$ cat src/rtl/operand_scoreboard_pkg.sv
// Shared scoreboard definitions: default dimensions, FSM encodings and the
// canonical producer latencies used by the decoder when filling wr_lat.
package operand_scoreboard_pkg;

  localparam int SB_REG_NUM = 32;
  localparam int SB_ADDR_W  = 5;
  localparam int SB_CNT_W   = 3;
  localparam int SB_PERF_W  = 16;

  typedef enum logic {
    SB_RUN   = 1'b0,
    SB_STALL = 1'b1
  } sb_state_e;

  localparam logic [SB_CNT_W-1:0] LAT_ALU  = 3'd0;
  localparam logic [SB_CNT_W-1:0] LAT_LOAD = 3'd1;

endpackage

$ cat src/rtl/operand_scoreboard_entry.sv
// One register's countdown: cycles remaining until its pending result can be
// forwarded. A load from a newly issued writer overrides any decrement.
module sb_entry
  import operand_scoreboard_pkg::*;
#(
  parameter int CNT_W = SB_CNT_W
) (
  input  logic             clk,
  input  logic             rst,
  input  logic             load_i,
  input  logic [CNT_W-1:0] lat_i,
  output logic [CNT_W-1:0] cnt_o
);

  logic [CNT_W-1:0] cnt_d;
  logic [CNT_W-1:0] cnt_q;

  // next countdown value
  always_comb begin
    cnt_d = cnt_q;
    if (load_i) begin
      cnt_d = lat_i;
    end else if (cnt_q != {CNT_W{1'b0}}) begin
      cnt_d = cnt_q - {{(CNT_W-1){1'b0}}, 1'b1};
    end else begin
      cnt_d = {CNT_W{1'b0}};
    end
  end

  // countdown register
  always_ff @(posedge clk) begin
    if (!rst) begin
      cnt_q <= {CNT_W{1'b0}};
    end else begin
      cnt_q <= cnt_d;
    end
  end

  assign cnt_o = cnt_q;

endmodule

$ cat src/rtl/operand_scoreboard.sv
// ID-stage operand scoreboard: stalls issue while a source register still has
// an unforwardable result pending, and counts stalled cycles.
module operand_scoreboard
  import operand_scoreboard_pkg::*;
#(
  parameter int REG_NUM = SB_REG_NUM,
  parameter int ADDR_W  = SB_ADDR_W,
  parameter int CNT_W   = SB_CNT_W,
  parameter int PERF_W  = SB_PERF_W
) (
  input  logic              clk,
  input  logic              rst,
  input  logic              flush,
  input  logic              id_valid,
  input  logic              rs_read_en,
  input  logic [ADDR_W-1:0] rs_addr,
  input  logic              rt_read_en,
  input  logic [ADDR_W-1:0] rt_addr,
  input  logic              wr_en,
  input  logic [ADDR_W-1:0] wr_addr,
  input  logic [CNT_W-1:0]  wr_lat,
  output logic              stall_req,
  output logic [1:0]        stall_src,
  output logic [PERF_W-1:0] stall_cnt
);

  logic [CNT_W-1:0]  pending_s [REG_NUM];
  logic              rs_hit_s;
  logic              rt_hit_s;
  logic              stall_s;
  logic              issue_s;
  sb_state_e         state_d;
  sb_state_e         state_q;
  logic [PERF_W-1:0] stall_cnt_d;
  logic [PERF_W-1:0] stall_cnt_q;

  assign pending_s[0] = LAT_ALU;

  for (genvar r = 1; r < REG_NUM; r++) begin : g_entry
    sb_entry #(.CNT_W(CNT_W)) u_entry (
      .clk    (clk),
      .rst    (rst),
      .load_i (issue_s & wr_en & (wr_addr == ADDR_W'(r))),
      .lat_i  (wr_lat),
      .cnt_o  (pending_s[r])
    );
  end

  // hazard compare; addresses are only looked at when the read is real
  always_comb begin
    rs_hit_s = 1'b0;
    rt_hit_s = 1'b0;
    if (id_valid && rs_read_en && (rs_addr != {ADDR_W{1'b0}})) begin
      rs_hit_s = (pending_s[rs_addr] != LAT_ALU);
    end else begin
      rs_hit_s = 1'b0;
    end
    if (id_valid && rt_read_en && (rt_addr != {ADDR_W{1'b0}})) begin
      rt_hit_s = (pending_s[rt_addr] != LAT_ALU);
    end else begin
      rt_hit_s = 1'b0;
    end
  end

  assign stall_s = id_valid & ~flush & (rs_hit_s | rt_hit_s);
  assign issue_s = id_valid & ~stall_s & ~flush;

  // stall FSM next state and saturating perf counter
  always_comb begin
    state_d     = state_q;
    stall_cnt_d = stall_cnt_q;
    if (flush) begin
      state_d = SB_RUN;
    end else begin
      case (state_q)
        SB_RUN:   state_d = stall_s ? SB_STALL : SB_RUN;
        SB_STALL: state_d = stall_s ? SB_STALL : SB_RUN;
        default:  state_d = SB_RUN;
      endcase
    end
    if (stall_s && (stall_cnt_q != {PERF_W{1'b1}})) begin
      stall_cnt_d = stall_cnt_q + {{(PERF_W-1){1'b0}}, 1'b1};
    end else begin
      stall_cnt_d = stall_cnt_q;
    end
  end

  // state and counter registers
  always_ff @(posedge clk) begin
    if (!rst) begin
      state_q     <= SB_RUN;
      stall_cnt_q <= {PERF_W{1'b0}};
    end else begin
      state_q     <= state_d;
      stall_cnt_q <= stall_cnt_d;
    end
  end

  assign stall_req = stall_s;
  assign stall_src = stall_s ? {rt_hit_s, rs_hit_s} : 2'b00;
  assign stall_cnt = stall_cnt_q;

endmodule

$ cat config.mk
export PLATFORM = sky130hd
export DESIGN_NAME = operand_scoreboard
export DESIGN_NICKNAME = d
export VERILOG_FILES = /design/src/rtl/operand_scoreboard_pkg.sv /design/src/rtl/operand_scoreboard_entry.sv /design/src/rtl/operand_scoreboard.sv
export SDC_FILE = /design/constraint.sdc
export NUM_CORES = 1
export LEC_CHECK = 0
export CORE_MARGIN = 2
export CORE_UTILIZATION = 45
export DETAILED_ROUTE_END_ITERATION = 8
export MAX_ROUTING_LAYER = met4
export PLACE_DENSITY_LB_ADDON = 0.25
export SLEW_MARGIN = 20
export SYNTH_ARGS = -nofsm -noshare
export SYNTH_HDL_FRONTEND = slang
export SYNTH_SLANG_ARGS = --single-unit
$ cat constraint.sdc
create_clock -name clk -period 2.6 [get_ports clk]
set_clock_uncertainty 0.1 [all_clocks]
set_input_delay 0.26 -clock clk [delete_from_list [all_inputs] [get_ports clk]]
set_output_delay 0.26 -clock clk [all_outputs]
set_load 0.005 [all_outputs]
; ---- After elaboration in Yosys (flattened, before gate mapping)
; Cells that the tools add are included.
[word_totals]
word_cells = 250
output_inout_bits = 19
inputBits = 25
reg_bits = 109
[op_classes]
n_reduce_logical = 40
bitwise_logic = 41
addsub = 32
n_eq_ne = 32
magnitude_cmp = 2
n_mux = 71
[ops]
columns = op, count
row1 = 2-to-1 mux 3 bit, 66
row2 = nonzero test 3 bit, 33
row3 = "subtractor 3 x 1 -> 3 bit, second input constant", 31
row4 = "== test 5 bit, second input constant", 16
row5 = "== test 5 x 4 -> 1 bit, second input constant", 8
row6 = AND 1 bit, 36
row7 = binary-select mux 3 bit (select 5 bit), 2
row8 = "== test 5 x 3 -> 1 bit, second input constant", 4
row9 = "adder 16 x 1 -> 16 bit, second input constant", 1
row10 = "!= test 16 bit, second input constant", 1
row11 = "greater-or-equal comparator 6 bit, second input constant", 2
row12 = inverter 5 -> 6 bit, 2
row13 = "== test 5 x 2 -> 1 bit, second input constant", 2
row14 = nonzero test 5 bit, 2
row15 = "== test 5 x 1 -> 1 bit, second input constant", 1
row16 = logical AND 1 bit, 5
row17 = 2-to-1 mux 1 bit, 2
row18 = 2-to-1 mux 2 bit, 1
row19 = inverter 1 bit, 2
row20 = OR 1 bit, 1

; ---- Logic depth before layout (Yosys ltp)
; Gate-level depths: netlist (run 1).
[logic_depth]
ltp_word = 14
ltp_mapped = 13
ltp_nobuf = 8

; ---- Hierarchy
; From an unflattened synthesis (run 1), not the netlist that was laid out.
[unflattened]
cells_unflattened = 855
hier_area_um2 = 6927.9
[by_module_without_submodules]
columns = module, instances, cells_per_inst, area_each_um2, seq_area_each_um2
row1 = sb_entry, 31, 18, 155.1, 60.1
row2 = operand_scoreboard, 1, 297, 2118.3, 320.3

; ---- Least setup slack after synthesis (run 1)
; No wires, ideal clock.
[synth_timing]
path_kind = input port to flip-flop
from = input port rt_addr[1]
to = register g_entry[24].u_entry.cnt_q[0]
arrival_ps = 2429
path_stages = 10
setup_slack_ps = -61
n_path_buf = 3
required_time_ps = 2368
setup_ps = 132
path_cell_list = buf_2 > nor4_1 > a311oi_1 > or4_1 > o221ai_2 > nand2_1 > buf_6 > or4_1 > clkbuf_1 > mux2i_1
[synth_between]
elab_chain_cells = 14
elab_cells_between_ends = 16
classes_between = 5 x mux / 8 x bitwise / 3 x reduce/logical
[synth_lines]
columns = element, line_no
row1 = from (decl), operand_scoreboard.sv:18  ; input logic [ADDR_W-1:0] rt_addr,
row2 = inverter 5 -> 6 bit (implied by the code), operand_scoreboard.sv:59  ; rt_hit_s = (pending_s[rt_addr] != LAT_ALU);
row3 = binary-select mux 3 bit (select 5 bit), operand_scoreboard.sv:59
row4 = 2-to-1 mux 3 bit (implied by the code) (2 in series), operand_scoreboard.sv:59
row5 = nonzero test 3 bit, operand_scoreboard.sv:59
row6 = 2-to-1 mux 1 bit (*), operand_scoreboard.sv:58  ; if (id_valid && rt_read_en && (rt_addr != {ADDR_W{1'b0}})) begin
row7 = OR 1 bit (*), operand_scoreboard.sv:65  ; assign stall_s = id_valid & ~flush & (rs_hit_s | rt_hit_s);
row8 = AND 1 bit (*), operand_scoreboard.sv:65
row9 = inverter 1 bit (*), operand_scoreboard.sv:66  ; assign issue_s = id_valid & ~stall_s & ~flush;
row10 = AND 1 bit (*) (2 in series), operand_scoreboard.sv:66
row11 = AND 1 bit (*) (2 in series), operand_scoreboard.sv:43  ; .load_i (issue_s & wr_en & (wr_addr == ADDR_W'(r))),
row12 = 2-to-1 mux 3 bit (*), operand_scoreboard_entry.sv:21  ; if (load_i) begin
row13 = to (signal assigned), operand_scoreboard_entry.sv:33  ; cnt_q <= {CNT_W{1'b0}};
row14 = to (signal assigned), operand_scoreboard_entry.sv:35  ; cnt_q <= cnt_d;
row15 = to (decl), operand_scoreboard_entry.sv:16  ; logic [CNT_W-1:0] cnt_q;
; Mark *: on every way between the ends. The rest lies on a longest branch, timed or not. The select of a mux whose other input is x is not followed.
; A chain may end at the register's enable or synchronous reset.

; ---- Final worst setup path (run 1)
[layout_timing]
from = register g_entry[21].u_entry.cnt_q[0]
to = output port stall_req
[layout_between]
elab_chain_cells = 7
elab_cells_between_ends = 12
classes_between = 8 x mux / 2 x bitwise / 2 x reduce/logical
[layout_lines]
columns = element, line_no
row1 = from (decl), operand_scoreboard_entry.sv:16
row2 = from (signal assigned), operand_scoreboard_entry.sv:33
row3 = from (signal assigned), operand_scoreboard_entry.sv:35
row4 = "binary-select mux 3 bit (select 5 bit), on equally long branches", "operand_scoreboard.sv:54, operand_scoreboard.sv:59"
row5 = "2-to-1 mux 3 bit, on equally long branches (2 in series)", "operand_scoreboard.sv:54, operand_scoreboard.sv:59"
row6 = "nonzero test 3 bit, on equally long branches", "operand_scoreboard.sv:54, operand_scoreboard.sv:59"
row7 = "2-to-1 mux 1 bit, on equally long branches", "operand_scoreboard.sv:53, operand_scoreboard.sv:58"
row8 = OR 1 bit (*), operand_scoreboard.sv:65
row9 = AND 1 bit (*), operand_scoreboard.sv:65
row10 = to (decl), operand_scoreboard.sv:22  ; output logic stall_req,
; Marks and branches as above.

==> results of run 1 <==
## metrics by stage
stage / util [%] / hold slack (ns)
detailed placement: 55.4 / 0.380
finish: 62.5 / 0.309
global route: 62.5 / 0.323
floorplan: - / 0.363
global placement: 55.4 / 0.368
CTS: 59.6 / 0.285
## synth_stat cells (all sizes together) (8+ instances only)
master | count | area (µm²)
clkbuf | 35 | 131
nand4 | 12 | 75.1
or4 | 9 | 67.6
inv | 66 | 248
nor3 | 23 | 130
nor2 | 53 | 199
nand3 | 14 | 70.1
nor4 | 33 | 468
dfxtp | 109 | 2180
ha | 63 | 788
or3 | 35 | 219
mux2i | 108 | 1080
mux4 | 8 | 184
nand2b | 21 | 131
nand2 | 120 | 450
o21ai | 34 | 170
buf | 15 | 87.6
a31oi | 8 | 50.1
## final timing paths
path / start / end / slack (ns)
max: g_entry[21].u_entry.cnt_o[0]$_SDFF_PN0_ / stall_req / -0.23
min: rst / g_entry[22].u_entry.cnt_o[1]$_SDFF_PN0_ / 0.31
max reg2reg: g_entry[16].u_entry.cnt_o[2]$_SDFF_PN0_ / g_entry[21].u_entry.cnt_o[1]$_SDFF_PN0_ / -0.23
min reg2reg: stall_cnt[11]$_SDFFE_PN0P_ / stall_cnt[11]$_SDFFE_PN0P_ / 0.39
## cell families after synthesis
logic type	Yosys count	synth area share, %
AND/OR/NAND/NOR	343	27.8
multiplexers	117	17.9
buffers and inverters	116	6.54
flip-flops	109	30.6
AO/OA/AOI/OAI	71	6.22
adder cells (fa/ha/maj)	63	11.0
## registers in the layout, indices dropped and copies added (netlist names)
signal                 count
g_entry.u_entry.cnt_o     93
stall_cnt                 16
## layer usage
metal | wire length, µm | vias to the layer above | track usage (%)
li1 | - | 3184 | -
met1 | 8730 | 3140 | 29.7
met2 | 10200 | 170 | 41.5
met3 | 1040 | 38 | 3.85
met4 | 587 | 0 | 11.5
met5 | 0 | - | -
## where the power goes
part / switching, mW / internal [mW]
combinational: 0.301 / 0.234
clock: 0.608 / 0.762
sequential: 0.00386 / 1.67
total: 0.913 / 2.67
## repair_timing
item,4_1_cts,5_1_grt
setup buffers,18,13
gates cloned,0,3
setup endpoints to repair,112,112
hold buffers,0,0
resized for setup,97,62
pin swaps,31,30
## placed cells by master (no fill, tap or decap), drive strengths merged, types with 3 or more instances in the layout
cell and count:
nor2b 3, inv 66, clkbuf 14, a211oi 5, mux4 8, clkdlybuf4s50 34, dfxtp 109, ha 63
nand3 14, nor4 33, nand3b 3, nor2 53, or3 35, o211ai 3, nand4 12, o21ai 34
a31oi 8, mux2i 108, nor3 23, a21oi 5, or2 5, or4 9, nand2 121, a311oi 4
nand2b 21, buf 174
## layout make-up
cell class              count  area share [%]
multi-input cells         595            49.9
flip-flops and latches    109            22.6
repair buffers            215            19.4
well taps                 216            2.75
inverters                  66            2.52
clock buffers              12            2.51
clock inverters             2           0.357
## worst min-delay path, delay by kind of cell
| family | cells | cell delay [ns] |
|---|---|---|
| buffers and inverters | 1 | 0.28 |
| muxes | 1 | 0.05 |
| and+or+nand+nor | 1 | 0.12 |
==> metrics.md, run 1 <==
| Metric | Value |
|---|---|
| Pre-antenna DRT Iters | 5 |
| Final Wtd Congestion | just over 0.9 |
| Top_reg_cell synth | dfxtp_1 |
| Post-DP Area | 8700 µm² |
| Buf/Inv on CP | 3 |
| Placement Setup Slack | -0.849 ns |
| Fmax | around 350 MHz |
| Layout cells sized above 1 | just over 30% |
| Status | finished, violations left |
| Syn_area_per_cell | between 8 and 9 µm² |
| Starting Density | 45.4% |
| TritonCTS Buffers | 9 |
| Max Cap Violations | 0 |
| Worst min path class | in2reg |
| Post-route DRC | 0 |
| FF+latch count, synth | 109 |
| CP most frequent cell | nor2_1 |
| Reg2Reg Depth | 9 |
| Period minus WS final | ~2.8 ns |
| Die area | 16900 µm² |
| Clock slew at reported path FFs | 0.07 ns |
| Via count | 6532 |
| Largest net degree at the start of global routing | 42 |
| CP top delay family | compound AO/OA/AOI/OAI gates |
| Cell Area, Synth | 7140 µm² |
| Slew @ Worst Pin | 0.590 ns |
| Initial antenna violation count | 0 |
| Final hold violations | 0 |
| CP Data Required Time | 2.24 ns |
| Worst VDD drop | 0.000335 V |
| Rows | 46 |
| RSZ-0062 raised after global routing | yes |
| Vias in the first global route | 6266 |
| Initial DRC count | 355 |
| Ordered list of cells on the worst path | buf_4 > nor2_1 > mux4_2 > nand2_1 > o21ai_0 > a311o_2 > buf_6 > and2_4 > nor2_1 > buf_2 |
| Filler Cells Inserted | between 1000 and 1500 |
| Multi-input logic area | a little under 5000 µm² |
| All-Layer GR Usage | 24.9% |
| Overall die height | 130 µm |
| Reg area | 2220 µm² |
| Leak Pwr | 4.18 nW |
| GR Overflow Total | 0 |
| Die Span X | 130 µm |
| Hold depth | 3 |
| Clock Latency Late Sink | 0.36 ns |
| Cell variety after synth | 51 |
| Setup_tns | -10.34 ns |
| CP arrival | 2.47 ns |
| Critical Path Fanout Max | 3 |
| Max-slew violation count | 0 |
| Setup violations, final | 108 |
| Period utilization | 109% |
| H-tree depth | 3 |
| WL per Instance | 16.9 µm |
| Failing checks | negative setup slack |
| Antenna-violating nets left | 0 |
| Post-route insts no fill | 1215 |
| EDFF count, synth | 0 |
| Port Buffers | 43 |
| Clock sinks | 109 |
| Number of cells on the critical path | 10 |
| Post-synthesis to final-layout area growth | 37.5% |
| Post-synthesis sequential area ratio | between 30 and 40% |
| Critical Path Start Type | flip-flop |
| Yosys warnings | 0 |
| Global-route wire length before repair | 31.6 mm |
| Pwr per Cell Area | 365 nW/µm² |
| CTS tree | yes |
| Placed insts | 1171 |
| CORE AREA | between 15000 and 20000 µm² |
| Fin nets | 1084 |
| Root buffer cell | clkbuf_16 |
| Net Count, Synth | about 910 |
| I/O pin cnt | 44 |
| Post-synthesis cell count | 819 |
| Slew headroom | between 60% and 70% |
| Slowest-stage cell, CP | mux4_2 |
| Setup WS post-layout | -0.235 ns |
| Drt via density | 5.38 |
| Post-synth ARST share | 0% |
| Slowest stage delay, CP | about 0.47 ns |
| Fin area | 9810 µm² |
| Overall routed net length | between 20 and 25 mm |
| Design Power | 3.58 mW |
| Crit Path Class | reg2out |
| Hpwl dp | 13.9 mm |
| # diodes | 0 |
| CTS Buffer Depth | 2 |
| Worst Setup End Kind | primary output |
Power figures use the tool's default switching activity.
==> run 2, diff against run 1 <==
--- a/config.mk
+++ b/config.mk
@@ -5,6 +5,7 @@
 export SDC_FILE = /design/constraint.sdc
 export NUM_CORES = 1
 export LEC_CHECK = 0
+export CAP_MARGIN = 20
 export CORE_MARGIN = 2
 export CORE_UTILIZATION = 45
 export DETAILED_ROUTE_END_ITERATION = 8
==> results of run 2 <==
Same layout as run 1: the final DEF is identical, and so are final timing and power.
==> run 3, diff against run 2 <==
--- a/config.mk
+++ b/config.mk
@@ -5,13 +5,13 @@
 export SDC_FILE = /design/constraint.sdc
 export NUM_CORES = 1
 export LEC_CHECK = 0
+export ABC_AREA = 1
 export CAP_MARGIN = 20
 export CORE_MARGIN = 2
 export CORE_UTILIZATION = 45
 export DETAILED_ROUTE_END_ITERATION = 8
 export MAX_ROUTING_LAYER = met4
 export PLACE_DENSITY_LB_ADDON = 0.25
-export SLEW_MARGIN = 20
 export SYNTH_ARGS = -nofsm -noshare
 export SYNTH_HDL_FRONTEND = slang
 export SYNTH_SLANG_ARGS = --single-unit
==> metrics.md, run 3 <==
| Metric | Value |
|---|---|
| CTS tree | yes |
| Slew @ Worst Pin | 0.542 ns (-0.0480 ns) |
| Most frequent cells after synthesis | nand2_1, nor2_1, inv_1 |
| Leading cell type in the layout, fill and taps excluded | nand2_1 |
| Worst VDD drop | 0.000321 V (-4.0%) |
| Cell variety after synth | 29 (-43%) |
| # diodes | 0 (unchanged) |
| Port Buffers | 43 (unchanged) |
| Critical Path Start Type | input pin |
| All-Layer GR Usage | 23.7% (-1.2 points) |
| Initial antenna violation count | 0 (unchanged) |
| Crit Path Class | in2out |
| RR Startpoint | g_entry[2].u_entry.cnt_o[0]$_SDFF_PN0_ |
| Initial DRC count | 488 (+37%) |
| Antenna-violating nets left | 0 (unchanged) |
| Final Wtd Congestion | 0.947 (+1.7%) |
| Largest register FFs | 93 (unchanged) |
| CP Launch Point | rs_addr[0] |
| Cell with the most instances after synthesis | nand2_1 |
| Overall routed net length | 20.5 mm (-0.47%) |
| I/O pin cnt | 44 (unchanged) |
| Fmax | 409 MHz (+16%) |
| Slowest stage delay, CP | 0.48 ns (about the same) |
| Most frequent cells in the layout | nand2_1, nor2_1, inv_1 |
| Pwr per Cell Area | 397 nW/µm² (+8.9%) |
| Layout cells sized above 1 | 10.2% (-20 points) |
| Post-synthesis to final-layout area growth | 17.4% |
| Setup violations, final | 0 (-100%) |
| Post-synthesis sequential area ratio | 28.4% (-2.2 points) |
| Die area | 18100 µm² (+7.4%) |
| Post-synthesis cell count | 1263 (+54%) |
| Via count | 7476 (+14%) |
| Period minus WS final | 2.45 ns (-0.388 ns) |
| Vias in the first global route | 6614 (+5.6%) |
| Design Power | 3.58 mW (about the same) |
| Fin area | 9020 µm² (-8.1%) |
| Post-DP Area | 8630 µm² (-0.91%) |
| Slew headroom | 63.9% (+3.3 points) |
| Cell Area, Synth | 7680 µm² (+7.6%) |
| Syn_area_per_cell | 6.08 µm² (-30%) |
| Final hold violations | 0 (unchanged) |
| Clock slew at reported path FFs | 0.08 ns (about the same) |
| Overall die height | 135 µm (+3.6%) |
| Pre-antenna DRT Iters | 8 (+3) |
| Root buffer cell | clkbuf_16 |
| Fin nets | 1419 (+31%) |
| Worst Setup End Kind | primary output |
| H-tree depth | 3 (unchanged) |
| CORE AREA | 16600 µm² (+5.9%) |
| Fin Hold WS | 0.124 ns (-0.186 ns) |
| EDFF count, synth | 0 (unchanged) |
| Setup_tns | 0 ns (+10.34 ns) |
| Period utilization | 94.1% (-15 points) |
| Setup WS post-layout | 0.154 ns (+0.388 ns) |
| Status | completed |
| Starting Density | 46.2% (+0.72 points) |
| Ordered list of cells on the worst path | clkdlybuf4s50_1 > buf_6 > inv_2 > buf_6 > nand2_1 > nand2_1 > nand2_1 > nand2_1 > nand2_1 > nand2_1 > nor2_2 > nand2_1 > nand2_2 > nand2_2 > nand2_4 > nor2_1 > dlygate4sd2_1 |
| R2R Setup Slk | 0.20 ns (+0.43 ns) |
| Post-route DRC | 0 (unchanged) |
| TritonCTS Buffers | 9 (unchanged) |
| Yosys warnings | 0 (unchanged) |
| CP arrival | 2.09 ns (-0.38 ns) |
| Largest net degree at the start of global routing | 52 (+24%) |
| Worst min path class | in2reg |
| Post-synth ARST share | 0% (unchanged) |
| Placement Setup Slack | -0.320 ns (+0.529 ns) |
| GR Overflow Total | 0 (unchanged) |
| Leak Pwr | 4.67 nW (+12%) |
| RSZ-0062 raised after global routing | yes |
| Hpwl dp | 15.5 mm (+12%) |
| Slowest-stage cell, CP | clkdlybuf4s50_1 |
| Clock sinks | 109 (unchanged) |
| Hold_sp | rst |
| Die Span X | 135 µm (+3.6%) |
| Rows | 47 (+2.2%) |
| Worst setup path end | stall_src[0] |
| Synth top area cells | dfxtp_1, nand2_1, nor2_1 |
| Max Cap Violations | 0 (unchanged) |
| CTS Buffer Depth | 2 (unchanged) |
| Reg2Reg Depth | 16 (+7) |
| Net Count, Synth | 1351 (+49%) |
| Synth top area share | 28.4% (-2.2 points) |
| CP Data Required Time | 2.24 ns (about the same) |
| Yosys top cell by area | dfxtp_1 |
| FF+latch count, synth | 109 (unchanged) |
| Top_reg_cell synth | dfxtp_1 |
| Drt via density | 4.80 (-11%) |
| Global-route wire length before repair | 33.2 mm (+5.0%) |
| Critical Path Fanout Max | 10 (+7) |
| Max-slew violation count | 0 (unchanged) |
| CP most frequent cell | nand2_1 |
| FF-to-FF End | g_entry[27].u_entry.cnt_o[2]$_SDFF_PN0_ |
| WL per Instance | 13.2 µm (-22%) |
| Clock Latency Late Sink | 0.36 ns (about the same) |
==> run 3: cell types whose count changed in the layout (fill, tap and decap cells not counted), moves of 27 or more <==
| cell | delta |
|---|---|
| nor2_1 | +260 |
| inv_1 | +57 |
| nand3_1 | +41 |
| dfxtp_1 | +27 |
| a21oi_1 | +27 |
| or3_1 | -33 |
| mux2i_1 | -105 |
| buf_4 | -95 |
| nand2_1 | +270 |
==> run 3: power breakdown <==
part	internal [mW]	total [mW]	switching, mW	leakage, nW
clock network	0.768	1.46	0.693	0.147
logic	0.162	0.441	0.279	3.64
registers	1.67	1.68	0.00589	0.878
==> run 3: critical path: cells and delay by family <==
family | cells | cell delay, ns
AND/OR/NAND/NOR | 12 | 0.75
buffers and inverters | 5 | 1.07
==> run 3: what timing repair did <==
action / 4_1_cts / 5_1_grt
buffers inserted: 0 / 2
pin swaps: 3 / 3
endpoints found under the setup margin: 3 / 23
gates resized for setup: 15 / 19
hold buffers: 0 / 0
endpoints found under the hold margin: 0 / 0
==> run 3: area by class of cell <==
class / instances / area [µm²]
clock buffers: 10 / 229
clock inverters: 6 / 80.1
fillers: 1693 / 7620
inverters: 129 / 487
multi-input cells: 986 / 4880
flip-flops and latches: 109 / 2180
well taps: 220 / 275
repair buffers: 96 / 888
==> run 3: worst min path at each step <==
stage / end / slack (ns) / cells after the start
final: g_entry[5].u_entry.cnt_o[1]$_SDFF_PN0_ / 0.12 / 3
after global routing: g_entry[15].u_entry.cnt_o[0]$_SDFF_PN0_ / 0.12 / 3
after CTS: g_entry[5].u_entry.cnt_o[1]$_SDFF_PN0_ / 0.11 / 3
after detailed placement: stall_cnt[15]$_SDFFE_PN0P_ / 0.37 / 2
after global placement: stall_cnt[15]$_SDFFE_PN0P_ / 0.37 / 2
after floorplan: g_entry[30].u_entry.cnt_o[0]$_SDFF_PN0_ / 0.29 / 2
==> run 3: cells by family after synthesis <==
group,synth area share [%]
flip-flops,28.4
AO/OA/AOI/OAI,4.07
AND/OR/NAND/NOR,47.0
XOR/XNOR,1.48
adder cells (fa/ha/maj),10.3
buffers and inverters,8.78
==> run 3: stage by stage <==
step	util [%]	std cells
2_1_floorplan	-	1263
3_3_place_gp	51.8	1538
3_5_place_dp	51.8	1538
4_1_cts	53.8	1554
5_1_grt	54.2	1556
6_report	54.2	1556
==> run 3: per-layer routing <==
layer	track usage, %	part of all wire [%]
met5	-	0
met2	37.4	45
met4	9.42	3.2
met1	30.5	47
met3	3.53	4.4
